<file path="src/rtl/ram_loader.sv">
// ram_loader: serial boot loader in front of the CPU RAM write port.
//
// Consumes a byte stream: a 16-bit big-endian word count N, then N
// big-endian 16-bit data words, then an 8-bit checksum (sum of the data
// bytes modulo 256). Each word is written to RAM addresses 0..N-1. The CPU
// is held in reset while a load is in progress.
//
// Ports
//   clk       system clock, all logic on posedge
//   reset     synchronous, active-high reset
//   start     one-cycle pulse that begins a load (ignored while busy)
//   rx_data   received byte, valid when rx_valid=1
//   rx_valid  one-cycle strobe per received byte
//   wr_addr   RAM write address
//   wr_data   RAM write data
//   wr_en     RAM write enable, one-cycle pulse per word
//   busy      load in progress
//   done      sticky, load succeeded
//   err       sticky, load failed (length, checksum or timeout)
//   cpu_hold  keeps the CPU in reset, equals busy
//   words     words written in the current or last load
module ram_loader #(
  parameter int DEPTH   = 4092,
  parameter int TIMEOUT = 1000000
) (
  input  logic        clk,
  input  logic        reset,
  input  logic        start,
  input  logic [7:0]  rx_data,
  input  logic        rx_valid,
  output logic [11:0] wr_addr,
  output logic [15:0] wr_data,
  output logic        wr_en,
  output logic        busy,
  output logic        done,
  output logic        err,
  output logic        cpu_hold,
  output logic [11:0] words
);

  // Idle-time counter only needs to reach TIMEOUT; keep at least one bit
  // so the design still elaborates with the timeout disabled.
  localparam int             TW      = (TIMEOUT > 1) ? $clog2(TIMEOUT + 1) : 1;
  localparam logic [TW-1:0]  TMAX    = TW'(TIMEOUT);
  localparam logic [15:0]    DEPTH_W = 16'(DEPTH);

  typedef enum logic [2:0] {
    S_IDLE,
    S_LEN_HI,
    S_LEN_LO,
    S_DAT_HI,
    S_DAT_LO,
    S_CSUM,
    S_DONE,
    S_ERR
  } state_t;

  state_t        state_q, state_d;
  logic [15:0]   len_q, len_d;
  logic [7:0]    hi_q, hi_d;
  logic [7:0]    csum_q, csum_d;
  logic [TW-1:0] tcnt_q, tcnt_d;
  logic          wr_en_d;
  logic [11:0]   wr_addr_d;
  logic [15:0]   wr_data_d;
  logic [11:0]   words_d;
  logic          busy_d, done_d, err_d;

  logic [15:0]   len_full;
  logic [11:0]   words_inc;
  logic          idle_like;

  assign len_full  = {len_q[15:8], rx_data};
  assign words_inc = words + 12'd1;
  assign idle_like = (state_q == S_IDLE) || (state_q == S_DONE) || (state_q == S_ERR);
  assign cpu_hold  = busy;

  always_comb begin
    // NOTE: every combinational output gets a default before any branch;
    // a path that leaves one unassigned would infer a latch.
    state_d   = state_q;
    len_d     = len_q;
    hi_d      = hi_q;
    csum_d    = csum_q;
    tcnt_d    = tcnt_q;
    wr_en_d   = 1'b0;
    wr_addr_d = wr_addr;
    wr_data_d = wr_data;
    words_d   = words;

    if (idle_like) begin
      // A byte arriving together with start is dropped: only start matters here.
      if (start) begin
        state_d   = S_LEN_HI;
        csum_d    = 8'h00;
        tcnt_d    = '0;
        wr_addr_d = 12'd0;
        words_d   = 12'd0;
      end
    end else if (rx_valid) begin
      tcnt_d = '0;
      case (state_q)
        S_LEN_HI: begin
          len_d[15:8] = rx_data;
          state_d     = S_LEN_LO;
        end
        S_LEN_LO: begin
          len_d = len_full;
          if (len_full == 16'd0 || len_full > DEPTH_W) state_d = S_ERR;
          else                                         state_d = S_DAT_HI;
        end
        S_DAT_HI: begin
          hi_d    = rx_data;
          csum_d  = csum_q + rx_data;
          state_d = S_DAT_LO;
        end
        S_DAT_LO: begin
          // The word count doubles as the write address: word i lands at i.
          wr_en_d   = 1'b1;
          wr_addr_d = words;
          wr_data_d = {hi_q, rx_data};
          words_d   = words_inc;
          csum_d    = csum_q + rx_data;
          if ({4'd0, words_inc} == len_q) state_d = S_CSUM;
          else                            state_d = S_DAT_HI;
        end
        S_CSUM: begin
          if (rx_data == csum_q) state_d = S_DONE;
          else                   state_d = S_ERR;
        end
        default: state_d = state_q;
      endcase
    end else if (TIMEOUT != 0) begin
      // Counter reaching TIMEOUT on an earlier edge aborts on this one.
      if (tcnt_q == TMAX) state_d = S_ERR;
      else                tcnt_d  = tcnt_q + 1'b1;
    end

    busy_d = (state_d != S_IDLE) && (state_d != S_DONE) && (state_d != S_ERR);
    done_d = (state_d == S_DONE);
    err_d  = (state_d == S_ERR);
  end

  always_ff @(posedge clk) begin
    // NOTE: sequential state uses non-blocking assignments so every register
    // samples the pre-edge values regardless of statement order.
    if (reset) begin
      state_q <= S_IDLE;
      len_q   <= 16'd0;
      hi_q    <= 8'h00;
      csum_q  <= 8'h00;
      tcnt_q  <= '0;
      wr_en   <= 1'b0;
      wr_addr <= 12'd0;
      wr_data <= 16'd0;
      words   <= 12'd0;
      busy    <= 1'b0;
      done    <= 1'b0;
      err     <= 1'b0;
    end else begin
      state_q <= state_d;
      len_q   <= len_d;
      hi_q    <= hi_d;
      csum_q  <= csum_d;
      tcnt_q  <= tcnt_d;
      wr_en   <= wr_en_d;
      wr_addr <= wr_addr_d;
      wr_data <= wr_data_d;
      words   <= words_d;
      busy    <= busy_d;
      done    <= done_d;
      err     <= err_d;
    end
  end

endmodule

</file>
<file path="config.mk">
export PLATFORM = sky130hd
export DESIGN_NAME = ram_loader
export DESIGN_NICKNAME = d
export VERILOG_FILES = /design/src/rtl/ram_loader.sv
export SDC_FILE = /design/constraint.sdc
export NUM_CORES = 1
export LEC_CHECK = 0
export ABC_AREA = 1
export BUFFER_PORTS_ARGS = -buffer_cell sky130_fd_sc_hd__clkbuf_2
export CORE_UTILIZATION = 50
export DETAILED_ROUTE_END_ITERATION = 6
export GPL_ROUTABILITY_DRIVEN = 0
export PLACE_DENSITY = 0.75
export SETUP_SLACK_MARGIN = 0.1
export SYNTH_ARGS = -nofsm -noshare
export SYNTH_HDL_FRONTEND = slang
export SYNTH_SLANG_ARGS = --single-unit
export TNS_END_PERCENT = 5
</file>
<file path="constraint.sdc">
create_clock -name clk -period 2.66 [get_ports clk]
set_input_delay 0.266 -clock clk [delete_from_list [all_inputs] [get_ports clk]]
set_output_delay 0.266 -clock clk [all_outputs]
set_load 0.01 [all_outputs]
</file>
==> results of run 1 <==
[through the flow]
step | instance area [um2] | hold WS (ns) | power [W] | instances
6_report | 5470 | 0.236 | 0.00335 | 903
4_1_cts | 5470 | 0.230 | 0.00335 | 903
2_1_floorplan | 4900 | 0.350 | 0.00221 | 720
3_3_place_gp | 5280 | 0.441 | 0.00241 | 888
3_5_place_dp | 5280 | 0.445 | 0.00242 | 888
5_1_grt | 5470 | 0.246 | 0.00352 | 903
[metal layers]
layer | up-vias | share of wire | global-route usage
met5 | - | 0 | 0
met4 | 0 | 0.028 | 0.126
met3 | 31 | 0.059 | 0.0381
met2 | 173 | 0.45 | 0.407
met1 | 2199 | 0.46 | 0.330
li1 | 2452 | - | -
[final cells by class]
type | instances | area, um2 | share of cell area
multi-input cells | 514 | 2500 | 0.458
flip-flops and latches | 99 | 1980 | 0.363
inverters | 85 | 319 | 0.0584
repair buffers | 61 | 318 | 0.0581
well taps | 129 | 161 | 0.0295
clock buffers | 10 | 128 | 0.0233
clock inverters | 5 | 55.1 | 0.0101
[cells in the final DEF, fill, tap and decap left out, drive strengths merged, types with 3 or more instances in the layout]
cell type	Yosys	layout
nand3	81	81
buf	10	5
o21ai	58	58
nor4	5	5
a31oi	3	3
nor2	73	73
ha	10	10
clkbuf	12	66
nand2	171	171
inv	85	85
nand4	8	8
a21oi	80	80
nor3	10	10
dfxtp	99	99
or2	3	3
[kinds of logic (layout without fill, tap and decap cells)]
family | after synthesis | in the layout
fa+ha+maj | 11 | 11
simple gates | 355 | 355
flops | 99 | 99
buf+inv | 107 | 161
compound gates | 144 | 144
xor+xnor | 4 | 4
[sequential cells by signal (all words and copies together), names as in the netlist]
signal   cells
tcnt_q      20
err          1
state_q      3
wr_en        1
wr_addr     12
busy         1
hi_q         8
csum_q       8
words       12
len_q       16
done         1
wr_data     16
[worst max-delay path, stage by stage (launching register included)]
cell	delay, ns
dfxtp_1	0.47
ha_1	0.29
nand2_1	0.15
nand3b_1	0.13
nand2_1	0.06
inv_1	0.05
nand2_1	0.05
nor2_1	0.17
nand3_1	0.10
nor2_1	0.12
nand3_1	0.08
nand2_1	0.06
nand2_1	0.07
a21oi_2	0.18
nand3_1	0.09
nand2_1	0.09
[power groups by stage]
stage	sequential [W]	clock [W]	combinational (W)
2_1_floorplan	0.00165	0	0.000567
3_3_place_gp	0.00165	0	0.000755
3_5_place_dp	0.00166	0	0.000766
4_1_cts	0.00162	0.000960	0.000769
5_1_grt	0.00164	0.00101	0.000878
6_report	0.00163	0.000946	0.000779
[worst paths after layout]
path,startpoint,endpoint,slack [ns],cells after the start
max,words[0]$_SDFFE_PP0P_,busy$_SDFF_PP0_,0.44,15
min,rx_data[6],wr_data[6]$_SDFFE_PP0P_,0.24,3
max reg2reg,words[0]$_SDFFE_PP0P_,busy$_SDFF_PP0_,0.44,15
min reg2reg,len_q[15]$_SDFFE_PP0P_,len_q[15]$_SDFFE_PP0P_,0.46,2
==> metrics.md, run 1 <==
| Metric | Value |
|---|---|
| Outcome | `finished, final reports clean` |
| Clk network pwr share | `0.282` |
| CP Data Required Time | `slightly below 3 ns` |
| Antenna violations before repair | `0` |
| Worst-margin pin slew | `1.05 ns` |
| Number of global-route vias before repair | `4562` |
| Core ar. | `9370 um2` |
| Share of cells above drive strength 1 | `0.133` |
| Cell area power density | `613 nW/um2` |
| DIE AREA | `about 10000 um2` |
| First-pass detailed-route iteration total | `5` |
| Simple-gate share of the synthesized area | `0.321` |
| Synth Area in Compound Gates | `0.153` |
| Combinational Power Share | `0.232` |
| Clock insertion delay at the later pin of the skew report | `around 0.37 ns` |
| Max cap viols | `0` |
| Largest net degree at the start of global routing | `41` |
| Area grow syn2layout | `11.5%` |
| Post-route ant nets | `0` |
| Post-synthesis mux area share | `0` |
| Vias per cell | `between 5 and 6` |
| Hold-fix buffers, CTS | `0` |
| Warnings, synthesis | `0` |
| Die Y | `around 100 um` |
| Adder-cell area share of the yosys netlist | `0.0296` |
| Synth Cell Area | `4900 um2` |
| Most common cell in the synthesized netlist | `nand2_1` |
| Top cell type by total area after synthesis | `dfxtp_1` |
| Seq cells post-synth | `99` |
| Cell leakage power | `2.27 nW` |
| GRT overflow | `0` |
| Post_cts resized | `0` |
| All-Layer GR Usage | `0.253` |
| Final Hold Viols | `0` |
| Syn avg cell area | `6.81 um2` |
| Worst vdd ir | `~300 uV` |
| IO Pins | `57` |
| Slew headroom | `0.301` |
| CTS H-tree depth | `3` |
| RSZ-0062 raised after global routing | `false` |
| Final Slew Violations | `0` |
| Post-Syn Nets | `around 740` |
| Detailed placer's ending HPWL | `8950 um` |
| Die width | `101 um` |
| Post-synthesis xor/xnor area fraction | `0.00714` |
| Drt wl/cell | `roughly 13 um` |
| Synth area leaders | `dfxtp_1 40%, nand2_1 13%, a21oi_1 8.0%, nand3_1 8.0%, inv_1 6.0%` |
| # fillers | `908` |
| Post-layout net count | `a little under 800` |
| P_int | `0.00223 W` |
| Top_reg_cell synth | `dfxtp_1` |
| Crit Path Class | `flop to flop` |
| Final setup margin | `0.439 ns` |
| Tmin final | `2.22 ns` |
| HP Class | `primary input to flop` |
| CTS tree | `yes` |
| WL final | `12100 um` |
| Clock sink count | `a little under 100` |
| Post-Synthesis Cells | `between 700 and 800` |
| Reg power frac | `0.485` |
| Core Rows | `35` |
| CTS clk-pin slew, worst paths | `0.10 ns` |
| Largest family of logic cells by synthesized area | `simple AND/OR/NAND/NOR gates` |
| Post-synth ARST share | `0` |
| Crit-path max FO | `7` |
| CTS buffer count | `9` |
| Clock root buffer | `clkbuf_8` |
| Sequential fraction of the synthesis area | `0.404` |
| DRT iter0 DRCs | `305` |
| Tcrit/Tclk final | `0.835` |
| DR vias | `4855` |
| CP Capture Type | `flop` |
| Switching Fraction | `0.335` |
| Starting Density | `0.523` |
| DRC Markers | `0` |
| Post-CTS Setup Bufs | `0` |
| N_diodes | `0` |
| Post-synth cell types | `35` |
| DP Worst Slack | `0.486 ns` |
| FMAX | `450 MHz` |
| First-pass GRT wire length | `20600 um` |
| Net switching power | `0.00112 W` |
| Synth top area share | `0.404` |
| Worst Skew | `0.0121 ns` |
| Setup Viol. Count Final | `0` |
| PortBufs | `56` |
| Clk buf depth | `2` |
| EDFF count, synth | `0` |
| Startpoint Class | `flop` |
| Sum of negative setup slack | `0 ns` |
| Worst EP arrival | `around 2.5 ns` |
| Final Util | `0.583` |
| Top cells by count, synth | `169 x nand2_1, 99 x dfxtp_1, 79 x inv_1, 78 x a21oi_1, 78 x nand3_1` |
(Power assumes the default switching activity.)
==> run 2: changes to the inputs <==
==> constraint.sdc (replaced) <==
create_clock -name clk -period 2.2 [get_ports clk]
set_input_delay 0.22 -clock clk [delete_from_list [all_inputs] [get_ports clk]]
set_output_delay 0.22 -clock clk [all_outputs]
set_load 0.01 [all_outputs]
==> metrics.md, run 2 (synthesis gave the netlist of run 1 again) <==
| Metric | Value |
|---|---|
| Number of cells on the worst hold path | `3 (unchanged)` |
| Area grow syn2layout | `14.0%` |
| Reg area | `1990 um2 (+0.19%)` |
| FF-to-FF End | `done$_SDFF_PP0_` |
| Worst Skew | `0.00654 ns (-0.00559 ns)` |
| Startpoint Class | `flop` |
| Drt wl/cell | `13.3 um (-0.45%)` |
| Tot Pwr | `0.00418 W (+25%)` |
| Met2 usage | `0.433 (+0.0262)` |
| RSZ-0062 raised after global routing | `true` |
| Final Slew Violations | `0 (unchanged)` |
| Starting Density | `0.523 (unchanged)` |
| IO Pins | `57 (unchanged)` |
| HP Class | `primary input to flop` |
| DRC Markers | `0 (unchanged)` |
| PortBufs | `56 (unchanged)` |
| CTS clk-pin slew, worst paths | `0.09 ns (about the same)` |
| Post-layout net count | `803 (+1.3%)` |
| Largest net degree at the start of global routing | `34 (-17%)` |
| Multi-input logic area | `2520 um2 (+0.80%)` |
| Clock sink count | `99 (unchanged)` |
| Die Y | `101 um (unchanged)` |
| CTS tree | `yes` |
| Post-route ant nets | `0 (unchanged)` |
| First-pass detailed-route iteration total | `5 (unchanged)` |
| Slowest-stage cell, CP | `dfxtp_1` |
| GR peak layer | `met2` |
| GRT overflow | `0 (unchanged)` |
| CTS buffer count | `9 (unchanged)` |
| First-pass GRT wire length | `20300 um (-1.8%)` |
| Met3 Usage GRT | `0.0374 (-0.000693)` |
| M1 GR Usage | `0.306 (-0.0241)` |
| DR vias | `4873 (+0.37%)` |
| Hold-fix buffers, CTS | `0 (unchanged)` |
| Final Non-Filler Cells | `912 (+1.0%)` |
| Detailed placer's ending HPWL | `9250 um (+3.4%)` |
| Clk buf depth | `2 (unchanged)` |
| Worst r2r src | `words[0]$_SDFFE_PP0P_` |
| DRT iter0 DRCs | `213 (-30%)` |
| Crit-path cells | `buf_4, inv_1, nor2_4, nand3_1, nand2_1, nand2_1, nand2_1, nand3_1, nor2_1, nand3_1, nand2_1, nand2_1, nand2_2, nand2_1, nor2_1` |
| Worst vdd ir | `436 uV (+46%)` |
| Tcrit/Tclk final | `0.915 (+0.0804)` |
| Slew headroom | `0.698 (+0.397)` |
| DIE AREA | `10200 um2 (unchanged)` |
| Post-CTS Setup Bufs | `0 (unchanged)` |
| Setup Viol. Count Final | `0 (unchanged)` |
| Antenna violations before repair | `0 (unchanged)` |
| Worst EP arrival | `2.31 ns (-0.22 ns)` |
| Share of cells above drive strength 1 | `0.152 (+0.0189)` |
| Reg2Reg Depth | `15 (unchanged)` |
| Top reg by flops | `tcnt_q` |
| Tmin final | `2.01 ns (-0.207 ns)` |
| Number of global-route vias before repair | `4548 (-0.31%)` |
| Number of flip-flops in the largest register | `20 (unchanged)` |
| Biggest regs | `tcnt_q x20, len_q x16, wr_data x16` |
| Core Rows | `35 (unchanged)` |
| Placed cell count | `898 (+1.1%)` |
| # fillers | `920 (+1.3%)` |
| Clock root buffer | `clkbuf_8` |
| N_diodes | `0 (unchanged)` |
| Commonest non-fill, non-tap cells in the layout | `169 x nand2_1, 96 x dfxtp_1, 79 x inv_1` |
| Cell leakage power | `2.33 nW (+2.8%)` |
| Crit-path max FO | `6 (-1)` |
| Crit Path Class | `flop to flop` |
| CP most frequent cell | `nand2_1` |
| Critical Path Start | `words[0]$_SDFFE_PP0P_` |
| Most common cell after layout, fill and taps aside | `nand2_1` |
| Flop2flop setup slack | `0.19 ns (-0.25 ns)` |
| Max cap viols | `0 (unchanged)` |
| Outcome | `finished, final reports clean` |
| CP Data Required Time | `2.49 ns (-0.48 ns)` |
| Final Hold Viols | `0 (unchanged)` |
| Final Util | `0.597 (+0.0134)` |
| WL final | `12200 um (+0.54%)` |
| Vias per cell | `5.34 (-0.62%)` |
| FMAX | `497 MHz (+10%)` |
| Clock insertion delay at the later pin of the skew report | `0.35 ns (-0.02 ns)` |
| Worst-margin pin slew | `0.452 ns (-0.596 ns)` |
| Setup crit end | `done$_SDFF_PP0_` |
| Core ar. | `9370 um2 (unchanged)` |
| Die width | `101 um (unchanged)` |
| CTS H-tree depth | `3 (unchanged)` |
| All-Layer GR Usage | `0.249 (-0.00447)` |
| Cell area power density | `747 nW/um2 (+22%)` |
| CP Capture Type | `flop` |
| Critical Path Max Stage Delay | `0.35 ns (-0.12 ns)` |
run 2: cell count changes in the layout (fill, tap and decap cells not counted), moves of 2 or more:
cell	previous run	this run
nor2_1	62	59
dfxtp_2	0	3
clkinvlp_4	2	0
dfxtp_1	99	96
buf_4	5	14
nor2_2	9	11
run 2: stage by stage:
| step | TNS, ns | instance area, um2 | hold slack [ns] | worst slack (ns) |
|---|---|---|---|---|
| finish | 0 | 5590 | 0.215 | 0.186 |
| global route | -0.183 | 5590 | 0.227 | -0.0578 |
| CTS | 0 | 5570 | 0.208 | 0.121 |
| detailed placement | 0 | 5370 | 0.444 | 0.111 |
| global placement | 0 | 5370 | 0.437 | 0.221 |
| floorplan | 0 | 4900 | 0.304 | 0.304 |
run 2: cell type report:
class / count / share of cell area
clock buffers: 11 / 0.0235
clock inverters: 3 / 0.0116
inverters: 85 / 0.0571
multi-input cells: 514 / 0.451
flip-flops and latches: 99 / 0.355
well taps: 129 / 0.0289
repair buffers: 71 / 0.0725
run 2: worst min-delay path by stage:
stage / from / end / slack, ns
floorplan: reset / wr_en$_SDFF_PP0_ / 0.30
global placement: len_q[15]$_SDFFE_PP0P_ / len_q[15]$_SDFFE_PP0P_ / 0.44
detailed placement: len_q[13]$_SDFFE_PP0P_ / len_q[13]$_SDFFE_PP0P_ / 0.44
CTS: rx_data[7] / wr_data[7]$_SDFFE_PP0P_ / 0.21
global route: rx_data[7] / wr_data[7]$_SDFFE_PP0P_ / 0.23
finish: rx_data[7] / wr_data[7]$_SDFFE_PP0P_ / 0.22
run 2: metal layers:
| metal | wire length (um) | part of all wire |
|---|---|---|
| met5 | 0 | 0 |
| met4 | 333 | 0.027 |
| met1 | 5520 | 0.45 |
| met3 | 506 | 0.042 |
| met2 | 5800 | 0.48 |
run 2: critical path, delay by kind of cell (launching register included):
| kind | cells | cell delay, ns |
|---|---|---|
| AND/OR/NAND/NOR | 13 | 1.34 |
| flip-flops | 1 | 0.35 |
| buffers and inverters | 2 | 0.26 |
run 2: repair_timing:
item,in CTS,in global routing
gates resized for setup,1,9
endpoints found under the hold margin,0,0
setup endpoints to repair,2,19
run 2: power breakdown:
group	leakage, nW	internal [W]	total (W)	switching [W]
clock network	0.0992	0.000629	0.00122	0.000592
registers	0.801	0.00189	0.00194	0.0000579
logic	1.43	0.000338	0.00101	0.000676
total	2.33	0.00285	0.00418	0.00133
==> run 3: changes to the inputs <==
--- a/config.mk
+++ b/config.mk
@@ -7,10 +7,10 @@
 export LEC_CHECK = 0
 export ABC_AREA = 1
 export BUFFER_PORTS_ARGS = -buffer_cell sky130_fd_sc_hd__clkbuf_2
-export CORE_UTILIZATION = 50
+export CORE_UTILIZATION = 30
 export DETAILED_ROUTE_END_ITERATION = 6
 export GPL_ROUTABILITY_DRIVEN = 0
-export PLACE_DENSITY = 0.75
+export PLACE_DENSITY = 0.52
 export SETUP_SLACK_MARGIN = 0.1
 export SYNTH_ARGS = -nofsm -noshare
 export SYNTH_HDL_FRONTEND = slang
==> constraint.sdc (replaced) <==
create_clock -name clk -period 1.9 [get_ports clk]
set_input_delay 0.19 -clock clk [delete_from_list [all_inputs] [get_ports clk]]
set_output_delay 0.19 -clock clk [all_outputs]
set_load 0.01 [all_outputs]
==> metrics.md, run 3 (synthesis gave the netlist of run 1 again) <==
| Metric | Value |
|---|---|
| Outcome | `complete, but fails checks` |
| Failing checks | `negative setup slack` |
| Clock sink count | `99 (unchanged)` |
| All-Layer GR Usage | `0.169 (-0.0791)` |
| Post-layout net count | `849 (+5.7%)` |
| Final Non-Filler Cells | `1046 (+15%)` |
| Worst hold path startpoint | `rx_data[5]` |
| Post-route ant nets | `0 (unchanged)` |
| N_diodes | `0 (unchanged)` |
| Detailed placer's ending HPWL | `10500 um (+13%)` |
| Hold Path Sink | `len_q[13]$_SDFFE_PP0P_` |
| Biggest regs | `tcnt_q x20, len_q x16, wr_data x16` |
| Slew headroom | `0.667 (-0.0313)` |
| Placed Area | `5840 um2 (+8.7%)` |
| Drt wl/cell | `13.2 um (-0.85%)` |
| Met2 usage | `0.288 (-0.146)` |
| FMAX | `504 MHz (+1.5%)` |
| Worst-margin pin slew | `0.498 ns (+0.0455 ns)` |
| Flop2flop setup slack | `-0.08 ns (-0.27 ns)` |
| Starting Density | `0.308 (-0.216)` |
| Core ar. | `15900 um2 (+70%)` |
| HP Class | `primary input to flop` |
| PortBufs | `56 (unchanged)` |
| DR vias | `4892 (+0.39%)` |
| GR peak layer | `met2` |
| Met3 Usage GRT | `0.0308 (-0.00670)` |
| FF-to-FF End | `busy$_SDFF_PP0_` |
| Crit-path cells | `ha_4, nand3_2, nor2_4, nand2_1, nand2_1, nand2_1, nand2_1, nand2_1, nor2_1, nand3_1, nand2_1, nand2_2, nand2_1, nand2_1, nand3_1, nand2_1` |
| CTS clk-pin slew, worst paths | `0.06 ns (-0.03 ns)` |
| Cell area power density | `895 nW/um2 (+20%)` |
| Number of cells on the worst hold path | `3 (unchanged)` |
| Vias per cell | `4.68 (-12%)` |
| Top reg by flops | `tcnt_q` |
| CTS buffer count | `9 (unchanged)` |
| Slowest-stage cell, CP | `dfxtp_4` |
| Final instance area | `6390 um2 (+14%)` |
| Setup Viol. Count Final | `5 (+5)` |
| First-pass detailed-route iteration total | `4 (-1)` |
| First-pass GRT wire length | `22100 um (+8.9%)` |
| CTS H-tree depth | `3 (unchanged)` |
| Commonest non-fill, non-tap cells in the layout | `163 x nand2_1, 90 x dfxtp_1, 77 x a21oi_1` |
| DRC Markers | `0 (unchanged)` |
| Share of cells above drive strength 1 | `0.245 (+0.0926)` |
| Worst path buffer plus inverter count | `0 (-2)` |
| Clock root buffer | `clkbuf_16` |
| Worst EP arrival | `2.22 ns (-0.09 ns)` |
| Largest net degree at the start of global routing | `32 (-5.9%)` |
| Tcrit/Tclk final | `1.04 (+0.129)` |
| Max cap viols | `0 (unchanged)` |
| Cell leakage power | `2.63 nW (+13%)` |
| Final setup margin | `-0.0845 ns (-0.271 ns)` |
| Die width | `130 um (+29%)` |
| Crit-path max FO | `6 (unchanged)` |
| CP most frequent cell | `nand2_1` |
| Final Slew Violations | `0 (unchanged)` |
| GRT overflow | `0 (unchanged)` |
| Worst r2r src | `words[0]$_SDFFE_PP0P_` |
| WL final | `13800 um (+14%)` |
| Family with the most delay on the worst path | `simple AND/OR/NAND/NOR gates` |
| M1 GR Usage | `0.217 (-0.0890)` |
| Worst Skew | `0.00943 ns (+0.00288 ns)` |
| CP Capture Type | `flop` |
| Reg2Reg Depth | `16 (+1)` |
| Antenna violations before repair | `0 (unchanged)` |
| CTS tree | `yes` |
| CP Data Required Time | `2.14 ns (-0.35 ns)` |
| Critical Path Max Stage Delay | `0.37 ns (+0.02 ns)` |
| Area grow syn2layout | `30.3%` |
| Worst vdd ir | `506 uV (+16%)` |
| DIE AREA | `16900 um2 (+65%)` |
| Clock insertion delay at the later pin of the skew report | `0.35 ns (about the same)` |
| IO Pins | `57 (unchanged)` |
| Post-CTS Setup Bufs | `0 (unchanged)` |
| Die Y | `130 um (+29%)` |
| Core Rows | `46 (+31%)` |
| DRT iter0 DRCs | `231 (+8.5%)` |
| Clk buf depth | `2 (unchanged)` |
| Final Hold Viols | `0 (unchanged)` |
| Number of flip-flops in the largest register | `20 (unchanged)` |
| RSZ-0062 raised after global routing | `true` |
| Most common cell after layout, fill and taps aside | `nand2_1` |
| Number of global-route vias before repair | `4430 (-2.6%)` |
| Crit Path Class | `flop to flop` |
| Tmin final | `1.98 ns (-0.0294 ns)` |
| Placed cell count | `1031 (+15%)` |
| Startpoint Class | `flop` |
run 3: cell count changes in the layout (fill, tap and decap cells not counted), moves of 7 or more:
cell / change
buf_4: +45
clkbuf_8: -8
clkbuf_16: +9
nor2_4: +10
inv_1: -7
run 3: tightest hold or removal path: stages:
cell	delay (ns)
clkbuf_2	0.13
o21ai_0	0.09
a21oi_1	0.11
run 3: how the worst max path moves through the flow:
stage,from,cells after the start,endpoint
2_1_floorplan,words[1]$_SDFFE_PP0P_,16,busy$_SDFF_PP0_
3_3_place_gp,words[1]$_SDFFE_PP0P_,15,busy$_SDFF_PP0_
3_5_place_dp,words[1]$_SDFFE_PP0P_,15,busy$_SDFF_PP0_
4_1_cts,words[0]$_SDFFE_PP0P_,15,busy$_SDFF_PP0_
5_1_grt,words[0]$_SDFFE_PP0P_,16,busy$_SDFF_PP0_
6_report,words[0]$_SDFFE_PP0P_,16,busy$_SDFF_PP0_
run 3: per-stage QoR:
step | setup WS, ns | util | hold slack, ns | total power, W | setup TNS [ns]
3_3_place_gp | -0.202 | 0.366 | 0.437 | 0.00359 | -0.672
3_5_place_dp | -0.152 | 0.366 | 0.442 | 0.00359 | -0.626
4_1_cts | -0.101 | 0.395 | 0.207 | 0.00575 | -0.253
2_1_floorplan | 0.116 | - | 0.274 | 0.00310 | 0
5_1_grt | -0.312 | 0.401 | 0.249 | 0.00602 | -1.53
6_report | -0.0845 | 0.401 | 0.219 | 0.00572 | -0.198
run 3: area by class of cell:
| class | instances | area (um2) |
|---|---|---|
| clock buffers | 11 | 243 |
| clock inverters | 4 | 98.8 |
| fillers | 1753 | 9550 |
| inverters | 85 | 323 |
| multi-input cells | 514 | 2700 |
| flip-flops and latches | 99 | 2000 |
| well taps | 216 | 270 |
| repair buffers | 117 | 754 |
run 3: per-layer routing:
| metal | routed length (um) | part of all wire | vias to the layer above |
|---|---|---|---|
| met1 | 6810 | 0.49 | 2241 |
| li1 | - | - | 2578 |
| met2 | 6490 | 0.47 | 61 |
| met3 | 310 | 0.022 | 12 |
| met5 | 0 | 0 | - |
| met4 | 212 | 0.015 | 0 |
run 3: timing repair:
| item | in CTS | in global routing |
|---|---|---|
| resized for setup | 31 | 30 |
| pin swaps | 16 | 13 |
| setup endpoints to repair | 40 | 32 |
| hold buffers | 0 | 0 |
run 3: where the power goes:
| part | leakage, nW | switching (W) | internal (W) | total [W] |
|---|---|---|---|---|
| Clock | 0.166 | 0.000787 | 0.00132 | 0.00211 |
| Sequential | 0.805 | 0.0000726 | 0.00219 | 0.00226 |
| Combinational | 1.66 | 0.000848 | 0.000503 | 0.00135 |
| Total | 2.63 | 0.00171 | 0.00401 | 0.00572 |
